$ cat config.mk
export PLATFORM = sky130hd
export DESIGN_NAME = bit_population_counter
export DESIGN_NICKNAME = d
export VERILOG_FILES = /design/src/rtl/bit_population_counter.sv
export SDC_FILE = /design/constraint.sdc
export NUM_CORES = 1
export LEC_CHECK = 0
export ABC_AREA = 1
export BUFFER_PORTS_ARGS = -buffer_cell sky130_fd_sc_hd__buf_4
export CORE_MARGIN = 2
export CORE_UTILIZATION = 42
export CTS_BUF_LIST = sky130_fd_sc_hd__clkbuf_16
export DETAILED_ROUTE_END_ITERATION = 8
export PLACE_DENSITY = 0.68
export SYNTH_ARGS = -nofsm -noshare
export SYNTH_HDL_FRONTEND = slang
export SYNTH_SLANG_ARGS = --single-unit
$ cat constraint.sdc
create_clock -name clk_i -period 3.7 [get_ports clk_i]
set_input_delay 0.74 -clock clk_i [delete_from_list [all_inputs] [get_ports clk_i]]
set_output_delay 0.74 -clock clk_i [all_outputs]
set_load 0.03 [all_outputs]
$ cat src/rtl/bit_population_counter.sv
// bit_population_counter: multi-cycle popcount, CHUNK_WIDTH bits per clock, drops words offered while busy
module bit_population_counter #(
  parameter int WIDTH       = 8,
  parameter int CHUNK_WIDTH = 2
) (
  input  logic                   clk_i,
  input  logic                   srst_i,
  input  logic [WIDTH-1:0]       data_i,
  input  logic                   data_val_i,
  output logic [$clog2(WIDTH):0] data_o,
  output logic                   data_val_o
);
  localparam int N  = (WIDTH + CHUNK_WIDTH - 1) / CHUNK_WIDTH;
  localparam int PW = N * CHUNK_WIDTH;
  localparam int OW = $clog2(WIDTH) + 1;
  localparam int CW = N > 1 ? $clog2(N) : 1;
  typedef enum logic {IDLE, COUNT} state_t;
  state_t          state;
  logic [PW-1:0]   shift_reg;
  logic [OW-1:0]   acc;
  logic [OW-1:0]   chunk_pop;
  logic [CW-1:0]   cnt;
  always_comb begin
    chunk_pop = '0;
    for (int i = 0; i < CHUNK_WIDTH; i++) chunk_pop = chunk_pop + OW'(shift_reg[i]);
  end
  always_ff @(posedge clk_i or posedge srst_i) begin
    if (srst_i) begin
      state      <= IDLE;
      shift_reg  <= '0;
      acc        <= '0;
      cnt        <= '0;
      data_o     <= '0;
      data_val_o <= 1'b0;
    end else begin
      data_val_o <= 1'b0;
      if (state == IDLE) begin
        if (data_val_i) begin
          shift_reg <= PW'(data_i);
          acc       <= '0;
          cnt       <= '0;
          state     <= COUNT;
        end
      end else begin
        acc       <= acc + chunk_pop;
        shift_reg <= shift_reg >> CHUNK_WIDTH;
        cnt       <= cnt + CW'(1);
        if (cnt == CW'(N - 1)) begin
          data_o     <= acc + chunk_pop;
          data_val_o <= 1'b1;
          state      <= IDLE;
        end
      end
    end
  end
endmodule

==> flow_metrics.py <==
metrics = {
    "route": {
        "drt_iter0_drc": 22,
        "drc": 0,
        "routed_wl_um": 1522,
        "drt_first_pass_iters": 4,
        "detail-route-antenna-nets": 0,
        "via_count": 645,
        "vias_per_cell": 4.813,
        "wl_per_cell_um": 11.36,
    },
    "setup_path": {
        "critPathMaxFanout": 2,
        "r2r-start": "state$_DFF_PP0_",
        "r2r_slack_ps": 2180,
        "path_delay_family": "flip-flops",
        "crit_path_start_kind": "flip-flop",
        "startpoint": "data_o[3]$_DFFE_PP0P_",
        "endpoint_kind": "output port",
        "worstPathRequired_ps": 2960,
        "path_cells": "buf_4",
        "path_class": "reg2out",
        "cp_num_buf_inv": 1,
        "slowest_stage": "dfrtp_1",
        "crit_path_max_incr_delay_ps": 370,
        "worstPathArrival_ps": 790,
    },
    "floorplanning": {
        "die_h_um": 49.60,
        "coreArea_um2": 1962,
        "die_w_um": 49.60,
        "start_util_pct": 44.52,
        "io-pin-count": 16,
        "dieArea_um2": 2460,
        "rows": 16,
    },
    "clock_network": {
        "cts_root_buffer": "clkbuf_16",
        "path_clk_slew_ps": 50,
        "cts_setup_buffers": 0,
        "ctsHoldBuffers": 0,
        "cts_resized": 0,
        "cts_sinks": 20,
        "cts_buffer_depth": 2,
        "cts_buffers": 3,
        "cts_tree": "yes",
        "htree_levels": 1,
        "clock_latency_ps": 250,
    },
    "synth": {
        "yosysTopAreaCell": "dfrtp_1",
        "synth_top_area_share_pct": 57.31,
        "synth_area_leaders": "dfrtp_1 57%, nand2_1 13%, inv_1 4.3%",
        "synth_area_um2": 873.3,
        "synth_cell_types": 21,
        "synth_common_cells": "30 x nand2_1, 20 x dfrtp_1, 10 x inv_1, 6 x nand3_1, 5 x o21ai_0",
        "synth_edf_count": 0,
        "synthCells": 91,
        "ys_seq_area_share_pct": 57.31,
        "ys.warnings.count": 0,
        "synth_most_common_cell": "nand2_1",
        "synth_area_per_cell_um2": 9.597,
        "async_flop_share_pct": 100.0,
        "synth_top_flop_cell": "dfrtp_1",
        "syn_nets": 105,
        "synth_seq_cells": 20,
    },
    "timing": {
        "setup-tns-final_ps": 0,
        "slew_headroom_pct": 49.81,
        "hold_viol_final": 0,
        "tightest_slew_ps": 752.0,
        "worst_clock_skew_ps": 1.373,
        "finalMaxSlewViolations": 0,
        "rsz0062_at_grt": "no",
        "setup_viol": 0,
        "min_period_ps": 1529,
        "max_freq_mhz": 654.2,
        "fin_crit_sh_pct": 41.32,
    },
    "global_route": {
        "grt_pass1_vias": 661,
        "grt_pass1_wl_um": 2794,
        "grt_max_degree": 21,
        "antenna_found_initial": 0,
        "track_usage_pct": 14.91,
        "grt_overflow_total": 0,
    },
    "pwr": {
        "finalPower_w": 0.0008872,
        "p_int_w": 0.0005705,
        "p_sw_w": 0.0003166,
        "ir_worst_vdd_mv": 0.3747,
        "clockPowerShare_pct": 24.1,
        "comb_power_share_pct": 34.4,
        "seqPwrFrac_pct": 41.5,
        "power.density_nw_per_um2": 824.5,
        "switching_share_pct": 35.69,
        "leakagePower_nw": 0.5414,
    },
    "job": {
        "maxCapViolCount": 0,
    },
    "layout": {
        "areaGrowthSynthToFinish_pct": 23.21,
        "drive_gt1_share_pct": 21.50,
        "layout.cells.non_filler": 134,
        "postLayoutCellArea_um2": 1076,
        "fillers": 194,
        "antenna_cells": 0,
        "post-route-util_pct": 54.85,
        "largest_register_ffs": 8,
        "nNetsFinal": 123,
    },
    "status": {
        "status": "finished, final reports clean",
    },
    "hold_path": {
        "hp-class": "reg2reg",
        "hp-start": "data_o[3]$_DFFE_PP0P_",
    },
    "place": {
        "postPlaceCellArea_um2": 1001,
        "gp_congestion": 0.7232,
        "dpl.cell_count": 131,
        "port_buffers": 15,
        "place_hpwl_um": 1032,
    },
}
-- power groups by stage --
stage | registers [W] | clock network [W] | logic (W)
after detailed placement | 0.000369 | 0 | 0.000306
final | 0.000368 | 0.000214 | 0.000305
after floorplan | 0.000390 | 0 | 0.000202
after CTS | 0.000368 | 0.000219 | 0.000311
after global placement | 0.000366 | 0 | 0.000299
after global routing | 0.000379 | 0.000227 | 0.000347
-- layout make-up --
| cell class | instances | area [um2] | share of cell area (%) |
|---|---|---|---|
| inverter | 12 | 46.29 | 4.302 |
| clock buffer | 3 | 75.07 | 6.977 |
| multi-input combinational | 57 | 307.8 | 28.60 |
| sequential | 20 | 500.5 | 46.51 |
| timing repair buffer | 15 | 112.6 | 10.47 |
| tap | 27 | 33.78 | 3.140 |
-- per-layer routing --
| layer | routed length [um] | global-route usage (%) | vias to the layer above |
|---|---|---|---|
| met5 | 0 | 0 | - |
| met4 | 53 | 8.333 | 0 |
| met3 | 46 | 2.727 | 7 |
| met2 | 745 | 24.22 | 12 |
| met1 | 676 | 18.61 | 302 |
| li1 | - | - | 324 |
-- final timing paths --
| path | cells after the start | end |
|---|---|---|
| max | 1 | data_o[3] |
| min | 2 | data_o[3]$_DFFE_PP0P_ |
| max reg2reg | 3 | shift_reg[0]$_DFFE_PP0P_ |
| min reg2reg | 2 | data_o[3]$_DFFE_PP0P_ |
| max in group asynchronous | 2 | data_val_o$_DFF_PP0_ |
| min in group asynchronous | 2 | acc[2]$_DFFE_PP0P_ |
-- logic make-up (layout without fill, tap and decap cells) --
group / after synthesis / in the layout / share of synthesized area, %
DFF: 20 / 20 / 57.31
xor gates and xnor gates: 1 / 1 / 1.003
AOI/OAI and AO/OA: 12 / 12 / 8.310
adders and majority gates: 3 / 3 / 5.157
and+or+nand+nor: 41 / 41 / 20.77
buffers and inverters: 14 / 30 / 7.450
-- metrics by stage --
step / worst slack [ps] / hold slack, ps
after global routing: 2102 / 513.1
after detailed placement: 2019 / 470.0
final: 2171 / 480.0
after global placement: 2074 / 466.2
after floorplan: 2390 / 449.2
after CTS: 2167 / 483.2
-- cell usage in the layout (no fill, tap or decap), drive strengths merged --
| cell | Yosys | final |
|---|---|---|
| xnor2 | 1 | 1 |
| a22o | 1 | 1 |
| nand3 | 6 | 6 |
| nand2 | 31 | 31 |
| buf | 2 | 15 |
| fa | 1 | 1 |
| clkbuf | 0 | 3 |
| o211ai | 3 | 3 |
| inv | 11 | 11 |
| o21ai | 7 | 7 |
| dfrtp | 20 | 20 |
| o22ai | 1 | 1 |
| nand4 | 1 | 1 |
| nor2 | 3 | 3 |
| ha | 2 | 2 |
| clkinv | 1 | 1 |
-- worst register-to-register path, delay by kind of cell, from the launching register on --
kind	cells	cell delay, ps
AOI/OAI and AO/OA	1	220
DFF	1	560
and+or+nand+nor	1	480
buffers and inverters	1	160
(Power assumes the default switching activity.)
